===== src/rtl/race_timer.sv =====
// rtl/race_timer.sv - race timing, lap detection and finish/timeout flagging
module race_timer #(
  parameter int unsigned TICK_CYCLES = 1_000_000,
  parameter int unsigned NUM_LAPS    = 3,
  parameter int unsigned MIN_LAP_CS  = 200
) (
  input  logic        clk,
  input  logic        rst,
  input  logic [2:0]  state,
  input  logic        lap_in,
  output logic [19:0] race_time,
  output logic [19:0] last_lap,
  output logic [19:0] best_lap,
  output logic [2:0]  lap_cnt,
  output logic        new_best,
  output logic        is_game_end,
  output logic        timeout
);

  localparam int unsigned PW        = (TICK_CYCLES > 1) ? $clog2(TICK_CYCLES) : 1;
  localparam logic [PW-1:0] PRESC_MAX = PW'(TICK_CYCLES - 1);
  localparam logic [19:0] BCD_MAX   = 20'h95999;
  localparam logic [2:0]  LAPS      = 3'(NUM_LAPS);
  localparam logic [15:0] MIN_CS    = 16'(MIN_LAP_CS);

  localparam logic [2:0] S_IDLE      = 3'd0;
  localparam logic [2:0] S_SETTING   = 3'd1;
  localparam logic [2:0] S_COUNTDOWN = 3'd3;
  localparam logic [2:0] S_RACING    = 3'd4;
  localparam logic [2:0] S_PAUSE     = 3'd5;

  logic [PW-1:0] presc_q, presc_d;
  logic          lap_in_q, lap_in_d;
  logic          lap_dly_q, lap_dly_d;
  logic [19:0]   race_q, race_d;
  logic [19:0]   lap_tmr_q, lap_tmr_d;
  logic [15:0]   lap_cs_q, lap_cs_d;
  logic [19:0]   last_q, last_d;
  logic [19:0]   best_q, best_d;
  logic [2:0]    cnt_q, cnt_d;
  logic          new_best_q, new_best_d;
  logic          end_q, end_d;
  logic          timeout_q, timeout_d;
  logic          tick;
  logic          lap_edge;

  // BCD {min, sec10, sec1, cs10, cs1} increment, saturating at 9:59.99
  function automatic logic [19:0] bcd_inc(input logic [19:0] t);
    logic [19:0] r;
    r = t;
    if (t == BCD_MAX) begin
      r = BCD_MAX;
    end else if (t[3:0] != 4'd9) begin
      r[3:0] = t[3:0] + 4'd1;
    end else begin
      r[3:0] = 4'd0;
      if (t[7:4] != 4'd9) begin
        r[7:4] = t[7:4] + 4'd1;
      end else begin
        r[7:4] = 4'd0;
        if (t[11:8] != 4'd9) begin
          r[11:8] = t[11:8] + 4'd1;
        end else begin
          r[11:8] = 4'd0;
          if (t[15:12] != 4'd5) begin
            r[15:12] = t[15:12] + 4'd1;
          end else begin
            r[15:12] = 4'd0;
            r[19:16] = t[19:16] + 4'd1;
          end
        end
      end
    end
    return r;
  endfunction

  // Next-state: clear in pre-race states, count/lap in RACING, hold otherwise
  always_comb begin
    presc_d    = presc_q;
    lap_in_d   = lap_in;
    lap_dly_d  = lap_in_q;
    race_d     = race_q;
    lap_tmr_d  = lap_tmr_q;
    lap_cs_d   = lap_cs_q;
    last_d     = last_q;
    best_d     = best_q;
    cnt_d      = cnt_q;
    new_best_d = 1'b0;
    end_d      = end_q;
    timeout_d  = timeout_q;
    tick       = 1'b0;
    lap_edge   = lap_in_q & ~lap_dly_q;
    case (state)
      S_IDLE, S_SETTING, S_COUNTDOWN: begin
        presc_d   = '0;
        race_d    = '0;
        lap_tmr_d = '0;
        lap_cs_d  = '0;
        last_d    = '0;
        best_d    = BCD_MAX;
        cnt_d     = '0;
        end_d     = 1'b0;
        timeout_d = 1'b0;
      end
      S_RACING: begin
        if (!end_q) begin
          if (presc_q == PRESC_MAX) begin
            presc_d = '0;
            tick    = 1'b1;
          end else begin
            presc_d = presc_q + PW'(1);
          end
          if (tick) begin
            if (race_q == BCD_MAX) begin
              timeout_d = 1'b1;
              end_d     = 1'b1;
            end else begin
              race_d = bcd_inc(race_q);
            end
            lap_tmr_d = bcd_inc(lap_tmr_q);
            if (lap_cs_q != 16'hFFFF) lap_cs_d = lap_cs_q + 16'd1;
          end
          // A qualifying lap edge overrides the lap timer's tick
          if (lap_edge && (cnt_q < LAPS) && (lap_cs_q >= MIN_CS)) begin
            last_d    = lap_tmr_q;
            cnt_d     = cnt_q + 3'd1;
            lap_tmr_d = '0;
            lap_cs_d  = '0;
            if (lap_tmr_q < best_q) begin
              best_d     = lap_tmr_q;
              new_best_d = 1'b1;
            end
            if (cnt_q + 3'd1 == LAPS) end_d = 1'b1;
          end
        end
      end
      S_PAUSE: begin
        // everything holds; prescaler resumes from where it stopped
      end
      default: begin
        // FINISH and undefined codes hold
      end
    endcase
  end

  // State registers with asynchronous active-low reset
  always_ff @(posedge clk or negedge rst) begin
    if (!rst) begin
      presc_q    <= '0;
      lap_in_q   <= 1'b0;
      lap_dly_q  <= 1'b0;
      race_q     <= '0;
      lap_tmr_q  <= '0;
      lap_cs_q   <= '0;
      last_q     <= '0;
      best_q     <= BCD_MAX;
      cnt_q      <= '0;
      new_best_q <= 1'b0;
      end_q      <= 1'b0;
      timeout_q  <= 1'b0;
    end else begin
      presc_q    <= presc_d;
      lap_in_q   <= lap_in_d;
      lap_dly_q  <= lap_dly_d;
      race_q     <= race_d;
      lap_tmr_q  <= lap_tmr_d;
      lap_cs_q   <= lap_cs_d;
      last_q     <= last_d;
      best_q     <= best_d;
      cnt_q      <= cnt_d;
      new_best_q <= new_best_d;
      end_q      <= end_d;
      timeout_q  <= timeout_d;
    end
  end

  assign race_time   = race_q;
  assign last_lap    = last_q;
  assign best_lap    = best_q;
  assign lap_cnt     = cnt_q;
  assign new_best    = new_best_q;
  assign is_game_end = end_q;
  assign timeout     = timeout_q;

endmodule


===== config.mk =====
export PLATFORM = sky130hd
export DESIGN_NAME = race_timer
export DESIGN_NICKNAME = d
export VERILOG_FILES = /design/src/rtl/race_timer.sv
export SDC_FILE = /design/constraint.sdc
export NUM_CORES = 1
export LEC_CHECK = 0
export BUFFER_PORTS_ARGS = -buffer_cell sky130_fd_sc_hd__buf_2
export CAP_MARGIN = 15
export CORE_MARGIN = 4
export CORE_UTILIZATION = 59
export CTS_CLUSTER_DIAMETER = 30
export DETAILED_ROUTE_END_ITERATION = 10
export PLACE_DENSITY = 0.87
export SYNTH_ARGS = -nofsm -noshare
export SYNTH_HDL_FRONTEND = slang
export SYNTH_SLANG_ARGS = --single-unit

===== constraint.sdc =====
create_clock -name clk -period 3 [get_ports clk]
set_input_delay 0.6 -clock clk [delete_from_list [all_inputs] [get_ports clk]]
set_output_delay 0.6 -clock clk [all_outputs]
set_load 0.02 [all_outputs]

==> results of run 1 <==
[cells by family (layout without fill, tap and decap cells)]
| kind of cell | after synthesis | after routing | share of synthesized area [%] |
|---|---|---|---|
| DFF | 124 | 124 | 45.2 |
| xor gates and xnor gates | 9 | 9 | 1.14 |
| adders and majority gates | 44 | 44 | 7.99 |
| muxes | 3 | 3 | 0.472 |
| buffers and inverters | 78 | 174 | 4.54 |
| AOI/OAI and AO/OA | 202 | 202 | 18.5 |
| and+or+nand+nor | 294 | 294 | 22.2 |
[power breakdown]
group / switching, mW / leakage [nW] / internal [mW]
Combinational: 0.170 / 1.80 / 0.0613
Clock: 0.752 / 0.292 / 1.39
Sequential: 0.0201 / 1.69 / 1.69
Total: 0.942 / 3.78 / 3.14
[worst max path at each step]
stage	start	to	slack (ps)	cells past startpoint
floorplan	best_lap[7]	best_lap[10]	450	9
global placement	state[0]	race_time[15]	150	7
detailed placement	state[0]	race_time[15]	70	7
CTS	presc_q[0]	race_time[15]	170	7
global route	presc_q[0]	race_time[15]	8	7
finish	presc_q[0]	race_time[15]	210	7
[registers in the layout, summed over array words and instances (netlist names), 3 cells and up]
register,cells
lap_tmr_q,20
lap_cs_q,16
presc_q,20
best_lap,20
race_time,20
last_lap,20
lap_cnt,3
[worst register-to-register path, cell delays in order, from the launching register on]
cell,delay (ps)
dfrtp_1,420
ha_1,250
nand4_1,210
or4_1,570
o21ai_4,280
nand4_1,320
or4_1,590
nand3_1,100
[layer usage]
metal	vias to the layer above	GRT usage, %
met1	3096	37.1
li1	2914	-
met2	342	50.0
met4	0	14.4
met3	60	5.74
met5	-	0
[per-stage QoR]
| step | utilization, % | cell area (sq um) | hold WS [ps] | total power, mW | setup slack [ps] |
|---|---|---|---|---|---|
| floorplan | - | 6890 | 304 | 1.86 | 452 |
| global placement | 65.5 | 7470 | 409 | 1.95 | 151 |
| detailed placement | 65.5 | 7470 | 411 | 1.96 | 70.8 |
| CTS | 70.9 | 8100 | 183 | 4.10 | 168 |
| global route | 71.0 | 8100 | 203 | 4.22 | 8.35 |
| finish | 71.0 | 8100 | 170 | 4.09 | 208 |
[timing repair]
action,in CTS,in global routing
setup endpoints to repair,0,10
resized for setup,0,2
hold buffers,0,0
[layout by cell type (no fill, tap or decap), types with 5 or more instances in the layout]
cell       synthesis  final
a21o_1             5      5
a21oi_1           37     37
a22o_1            16     16
a31oi_1            5      5
and2_1             5      5
and3_1            15     15
buf_2             10     70
buf_4              0     25
clkbuf_16          0     17
dfrtp_1          114    114
dfstp_2           10     10
ha_1              44     44
inv_1             47     47
nand2_1           81     81
nand2b_1           5      5
nand3_1           42     42
nand3b_1           8      8
nand4_1           15     15
nor2_1            51     51
nor3_1            14     14
nor4_1            13     13
o211ai_1           6      6
o21ai_0           75     74
o21ai_1            4      5
o31ai_1           25     25
or3_1              7      7
or4_1             11     11
xor2_1             7      7
[final cells by class]
type / instances / share of cell area [%]
timing repair buffer: 95 / 6.64
clock inverter: 9 / 1.65
clock buffer: 23 / 6.02
sequential: 124 / 38.4
tap: 143 / 2.21
inverter: 47 / 2.18
multi-input combinational: 552 / 42.9
==> results.cfg, run 1 <==
[grt]
grt_max_degree = 46
grt_pass1_vias = 6351
grt_pass1_wl_um = 31500
grt_use_total_pct = 29.8
grt_overflow = 0
antenna_found_initial = 0

[synth]
synth_most_common_cell = dfrtp_1
syn_area_per_cell_sq_um = 9.14
synth_area_leader_cell = dfrtp_1
netlist_area_sq_mm = 0.00689
synth-seq-area-share_pct = 45.2
syn_nets = 804
ys_warn_count = 0
yosys-top-cells-count = dfrtp_1 (114), nand2_1 (81), o21ai_0 (75)
synthArstFlopShare_pct = 100
yosysUniqueCellTypes = 62
yosys_register_bits = 124
synth-main-ff-cell = dfrtp_1
synth.top_cell.area_share_pct = 41.4
synth_edf_count = 0
syn_inst = 754
synth_area_leaders = dfrtp_1 (41%), ha_1 (8.0%), o21ai_0 (5.4%)

[detailed_routing]
top_layer_used = met4
routed_wl_um = 18800
wl_met3_um = 1370
drtIter0Drc = 595
ant_nets = 0
dr.pass1.iters = 6
num_vias = 6412
drt-met1-wl_um = 7330
wl_met2_um = 9470
via_per_inst = 6.46
wire_per_inst_um = 19.0
drc_errors = 0

[critical_path]
worst-path-buf-inv = 0
critical_path_class = flop to flop
slowest_delay_ps = 590
crit_required_ps = 3360
reg2reg_to = race_time[15]
ff2ff_setup_slack_ps = 210
slowest_stage = or4_1
worstRegToRegCells = 7
crit_fanout = 8
worstPathArrival_ps = 3150
crit_family = simple AND/OR/NAND/NOR gates
cp_cell_sequence = ha_1, nand4_1, or4_1, o21ai_4, nand4_1, or4_1, nand3_1
r2r-start = presc_q[0]
start_kind = flop
cp-end-kind = flop

[sta]
fin_crit_sh_pct = 93.1
fin_crit_ps = 2790
clock_skew_ps = 9.43
fmax_ghz = 0.358
worst_pin_slew_ps = 894
timing.final.setup_violations = 0
maxSlewHeadroom_pct = 40.4
finalHoldViolations = 0
finalSetupTns_ps = 0
grt_setup_unrepaired = false
maxSlewViolCount = 0

[clocking]
clk_pin_slew_ps = 60
cts_buffer_depth = 2
htree_levels = 4
root_buffer = clkbuf_16
postCtsSetupBuffers = 0
worstSkewPairLatency_ps = 430
cts_sinks = 124
cts_buffers = 17
cts_tree = built

[cells_and_area]
multi_input_area_sq_mm = 0.00347
antennaDiodeCount = 0
regArea_sq_mm = 0.00312
fillers = 831
drive_gt1_share_pct = 17.9
area_growth_pct = 17.7
final-instance-count-excl-fill = 993
nNetsFinal = 887

[power_and_ir_drop]
power.leakage_nw = 3.78
power_density_mw_per_mm2 = 504
peakVddDrop_uv = 475

[floorplanning]
dieWidth_um = 116
pin_count = 72
rows = 39
fp.dieH_um = 116
start_util_pct = 60.3
fp.coreArea_sq_mm = 0.0114
dieArea_sq_mm = 0.0135

[placement]
io_buffers = 71
gp_congestion = 0.916
dp.cells = 961
dp_hpwl_um = 13200

[worst_hold_path]
min_path_type = input port to async pin

[outcome]
status = finished, final reports clean

[job]
maxCapViolCount = 0
No activity file was read; power rests on OpenSTA's default activity.
==> run 2: changes to the inputs <==
Settings changed: ABC_AREA set to 1, CORE_UTILIZATION 59 to 60, CTS_BUF_LIST set to sky130_fd_sc_hd__clkbuf_16, PLACE_DENSITY 0.87 to 0.88.
==> run 2 against run 1 <==
Critical path depth increased by 4; count of clock-buffer cells in the layout decreased by 6; critical endpoint is now best_lap[13]; wire length decreased by 0.23%; clock skew increased by 2.0 ps; first-iteration DRC count decreased by 7.4%; sequential share of layout area decreased by 2.5 points; largest power group unchanged; synthesized cell count increased by 36%; global-route usage decreased by 2.7 points.
==> results.cfg, run 2 <==
[outcome]
status = finished, final reports clean

[sta]
clock_skew_ps = 11.4
finalSetupTns_ps = 0
finalHoldViolations = 0
fmax_ghz = 0.393
grt_setup_unrepaired = false
worst_pin_slew_ps = 748
fin_crit_sh_pct = 84.8
maxSlewViolCount = 0
timing.final.setup_violations = 0
fin_crit_ps = 2540
maxSlewHeadroom_pct = 50.0

[critical_path]
crit_fanout = 20
crit_path_frequent_cell = nand2_1
slowest_stage = dfstp_2
cp_cell_sequence = inv_1, ha_1, nand2_1, nor2_1, nand3_1, nor2_1, nand2_1, nand4_1, nand2_1, nand2_1, nand2_1
worstPathArrival_ps = 2850
critical_path_class = flop to flop
start_kind = flop
cp-end-kind = flop
crit_required_ps = 3310
reg2reg_to = best_lap[13]
slowest_delay_ps = 530
r2r-start = best_lap[11]
ff2ff_setup_slack_ps = 460
worstRegToRegCells = 11

[clocking]
clk_pin_slew_ps = 60
postCtsSetupBuffers = 0
cts_resized = 0
cts_buffers = 17
htree_levels = 4
cts_buffer_depth = 2
worstSkewPairLatency_ps = 430
cts_tree = built
cts_hold_buf = 0
cts_sinks = 124
root_buffer = clkbuf_16

[synth]
synth-main-ff-cell = dfrtp_1
syn_area_per_cell_sq_um = 7.38
synth_top_family_by_area = simple AND/OR/NAND/NOR gates
synth_compound_area_share_pct = 5.91
synth.area.mux_share_pct = 0
synthArstFlopShare_pct = 100
yosysUniqueCellTypes = 43
syn_inst = 1025
ys_warn_count = 0
synth-adder-area-share_pct = 7.28
synth_most_common_cell = nand2_1
synth_edf_count = 0
synth.top_cell.area_share_pct = 37.7
synth-simple-area-share_pct = 35.5
yosys-top-cells-count = nand2_1 (323), dfrtp_1 (114), nor2_1 (114)
synth_area_leaders = dfrtp_1 (38%), nand2_1 (16%), ha_1 (7.3%)
yosys_register_bits = 124
syn_nets = 1075
synth-xor-area-share_pct = 2.66
synth_area_leader_cell = dfrtp_1
netlist_area_sq_mm = 0.00756
synth-seq-area-share_pct = 41.2

[power_and_ir_drop]
power.share.clock_pct = 49.9
p_int_mw = 3.31
power_density_mw_per_mm2 = 509
power_frac_seq_pct = 40.6
pwr-share-comb_pct = 9.5
power.leakage_nw = 4.37
switching_power_mw = 1.11
switching_share_pct = 25.1
peakVddDrop_uv = 350

[cells_and_area]
final_cell_mix = nand2_1 (323), nor2_1 (114), dfrtp_1 (114)
drive_gt1_share_pct = 14.4
antennaDiodeCount = 0
nNetsFinal = 1150
area_growth_pct = 14.8
postLayoutCellArea_sq_mm = 0.00868
fillers = 946
final_common_cell = nand2_1

[worst_hold_path]
min_path_type = input port to async pin

[detailed_routing]
num_vias = 7060
wire_per_inst_um = 14.7
drtIter0Drc = 551
dr.pass1.iters = 5
drc_errors = 0
routed_wl_um = 18800
via_per_inst = 5.51
ant_nets = 0

[grt]
grt_overflow = 0
grt_pass1_wl_um = 31500
antenna_found_initial = 0
grt_use_total_pct = 27.1
grt_pass1_vias = 6675
grt_max_degree = 46

[floorplanning]
rows = 40
fp.coreArea_sq_mm = 0.0122
pin_count = 72
start_util_pct = 62.2
fp.dieH_um = 120
dieWidth_um = 120
dieArea_sq_mm = 0.0145

[placement]
dpl-instance-area_sq_mm = 0.00805
gp_congestion = 0.925
io_buffers = 71
dp_hpwl_um = 12700

[job]
maxCapViolCount = 0
run 2: power groups by stage:
stage	clock network, mW	registers (mW)	logic (mW)
floorplan	0	1.85	0.241
global placement	0	1.82	0.402
detailed placement	0	1.82	0.412
CTS	2.22	1.79	0.421
global route	2.30	1.80	0.471
finish	2.21	1.80	0.419
run 2: worst max-delay path: cells and delay by family (launching register included):
family                     cells  cell delay (ps)
adders and majority gates      1              290
DFF                            1              530
buffers and inverters          1               40
and+or+nand+nor                9             1540
run 2: routing by layer:
metal / global-route usage [%] / up-vias / share of wire, % / routed length, um
met5: 0 / - / 0 / 0
met4: 12.7 / 0 / 2.9 / 551
met3: 6.55 / 46 / 7.0 / 1320
met2: 44.0 / 270 / 48 / 9010
met1: 34.3 / 3319 / 42 / 7900
li1: - / 3425 / - / -
run 2: logic make-up (layout without fill, tap and decap cells):
logic type,count (synthesis),in the layout
fa+ha+maj,44,44
simple gates,618,618
xor+xnor,23,23
buf+inv,133,221
compound gates,83,83
flops,124,124
run 2: stage by stage:
step / hold WS [ps] / instances / worst slack (ps) / util, % / total power, mW
2_1_floorplan: 304 / 1025 / 1120 / - / 2.09
3_3_place_gp: 403 / 1249 / 382 / 66.2 / 2.22
3_5_place_dp: 405 / 1249 / 309 / 66.2 / 2.23
4_1_cts: 184 / 1281 / 434 / 71.4 / 4.44
5_1_grt: 212 / 1281 / 194 / 71.4 / 4.57
6_report: 169 / 1281 / 456 / 71.4 / 4.42
run 2: layout make-up:
cell class,count,area [sq um],area share [%]
Clock inverter,15,204,2.35
Clock buffer,17,425,4.90
Inverter,108,405,4.67
Multi-Input combinational cell,768,3890,44.8
Sequential cell,124,3120,35.9
Tap cell,168,210,2.42
Timing Repair Buffer,81,433,4.99
run 2: how the worst max path moves through the flow:
stage                  from            to  cells after the start
6_report       best_lap[11]  best_lap[13]                     11
5_1_grt         lap_cs_q[9]   lap_cs_q[1]                     12
4_1_cts        best_lap[11]  best_lap[13]                     11
3_5_place_dp       state[0]   lap_cs_q[0]                     11
3_3_place_gp       state[0]  lap_cs_q[15]                     11
2_1_floorplan  best_lap[19]  best_lap[10]                     12
==> run 3: changes to the inputs <==
Clock period 3 ns to 2.4 ns, I/O delays scaled along.
==> run 3 against run 2 <==
Die area is the same; sequential share of layout area shrank 0.062 points; worst setup slack lost 250 ps; power grew 15%; wire length grew 0.75%; utilization grew 0.12 points; non-clock buffer count grew 13; count of clock-buffer cells in the layout is the same; final cell count grew 1.0%; global-route usage shrank 0.16 points; critical path type unchanged; largest cell class unchanged; highest routed layer unchanged.
==> results.cfg, run 3 (synthesis results as in run 2) <==
[outcome]
status = finished, final reports clean

[sta]
finalSetupTns_ps = 0
finalHoldViolations = 0
maxSlewViolCount = 0
fin_crit_sh_pct = 91.2
fmax_ghz = 0.457
grt_setup_unrepaired = false
fin_ws_ps = 210
clock_skew_ps = 8.09
maxSlewHeadroom_pct = 60.8
fin_crit_ps = 2190
worst_pin_slew_ps = 588
timing.final.setup_violations = 0

[critical_path]
crit_required_ps = 2700
crit_fanout = 14
critical_path_class = flop to flop
start_kind = flop
path_depth = 12
cp_cell_sequence = ha_1, nand3_1, inv_2, nand2_1, nor2_1, nand2_1, nand2_2, nand2_4, inv_2, nand2_1, nand2_1, o21ai_0
worst-path-buf-inv = 2
slowest_delay_ps = 400
slowest_stage = dfrtp_1
crit_path_frequent_cell = nand2_1
r2r-start = presc_q[0]
cp-end-kind = flop
worstRegToRegCells = 12
startpoint = presc_q[0]
worstPathArrival_ps = 2490
crit_family = simple AND/OR/NAND/NOR gates

[placement]
dp_hpwl_um = 13400
pre_cts_ws_ps = 190
gp_congestion = 0.976
io_buffers = 71

[detailed_routing]
wire_per_inst_um = 14.6
ant_nets = 0
drtIter0Drc = 654
routed_wl_um = 18900
drc_errors = 0
num_vias = 7208
via_per_inst = 5.57
dr.pass1.iters = 6

[cells_and_area]
drive_gt1_share_pct = 14.9
final_cell_mix = nand2_1 (323), dfrtp_1 (114), nor2_1 (113)
nNetsFinal = 1163
final_common_cell = nand2_1
area_growth_pct = 15.0
antennaDiodeCount = 0
fillers = 963

[clocking]
cts_buffer_depth = 2
cts_sinks = 124
cts_tree = built
clk_pin_slew_ps = 60
worstSkewPairLatency_ps = 420
postCtsSetupBuffers = 0
root_buffer = clkbuf_16
cts_buffers = 17
htree_levels = 4

[power_and_ir_drop]
pwr-share-comb_pct = 10.8
power_density_mw_per_mm2 = 583
power_frac_seq_pct = 44.3
peakVddDrop_uv = 350
switching_power_mw = 1.36
power.leakage_nw = 4.39
switching_share_pct = 26.8
p_int_mw = 3.71
power.share.clock_pct = 44.9

[floorplanning]
start_util_pct = 62.2
fp.coreArea_sq_mm = 0.0122
dieArea_sq_mm = 0.0145
fp.dieH_um = 120
dieWidth_um = 120
rows = 40
pin_count = 72

[grt]
grt_use_total_pct = 26.9
grt_use_met1_pct = 35.2
use_met3_pct = 5.66
grt_pass1_wl_um = 31500
globalRouteMet2Util_pct = 44.7
grt-busiest-layer = met2
grt_max_degree = 52
grt_overflow = 0
antenna_found_initial = 0
grt_pass1_vias = 6524

[job]
maxCapViolCount = 0

[worst_hold_path]
min_path_type = input port to async pin
-- run 3: cell count changes in the layout (fill, tap and decap cells not counted) --
cell | before | now
bufinv_16 | 5 | 1
nor2_2 | 4 | 5
nor2_1 | 114 | 113
inv_1 | 102 | 105
clkinv_2 | 5 | 3
clkinv_1 | 3 | 6
buf_4 | 11 | 22
clkinvlp_4 | 0 | 2
buf_12 | 0 | 2
clkinv_4 | 2 | 0
-- run 3: final timing paths --
path	to	slack, ps
max	race_time[2]	210
min	timeout	50
max reg2reg	race_time[2]	210
min reg2reg	lap_dly_q	430
max in group asynchronous	race_time[18]	1660
min in group clk	lap_dly_d	160
-- run 3: power by group through the flow --
| stage | logic [mW] | registers, mW | clock network, mW |
|---|---|---|---|
| floorplan | 0.301 | 2.31 | 0 |
| finish | 0.548 | 2.25 | 2.28 |
| global route | 0.611 | 2.26 | 2.40 |
| CTS | 0.546 | 2.25 | 2.29 |
| global placement | 0.523 | 2.28 | 0 |
| detailed placement | 0.541 | 2.28 | 0 |
-- run 3: cell type report --
class                   instances  area (sq um)  area share (%)
flip-flops and latches        124          3120            35.8
clock buffers                  17           425            4.89
well taps                     168           210            2.42
repair buffers                 94           556            6.39
clock inverters                15          93.8            1.08
inverters                     108           405            4.66
multi-input cells             768          3890            44.7
-- run 3: stage by stage --
stage,hold WS (ps),total power [mW],instance area [sq um],utilization (%),instances
after floorplan,184,2.61,7560,-,1025
after global placement,409,2.80,8170,67.2,1262
after detailed placement,410,2.82,8170,67.2,1262
after CTS,66.1,5.08,8690,71.5,1294
after global routing,86.5,5.27,8690,71.5,1294
final,51.1,5.07,8690,71.5,1294
-- run 3: what timing repair did --
item | in CTS | in global routing
resized for setup | 0 | 1
hold buffers | 0 | 0
setup endpoints to repair | 0 | 4
-- run 3: layer usage --
layer / up-vias / part of all wire [%] / wire length, um
met4: 0 / 2.0 / 375
met5: - / 0 / 0
met3: 48 / 7.0 / 1320
met1: 3392 / 42 / 7940
li1: 3449 / - / -
met2: 319 / 49 / 9290
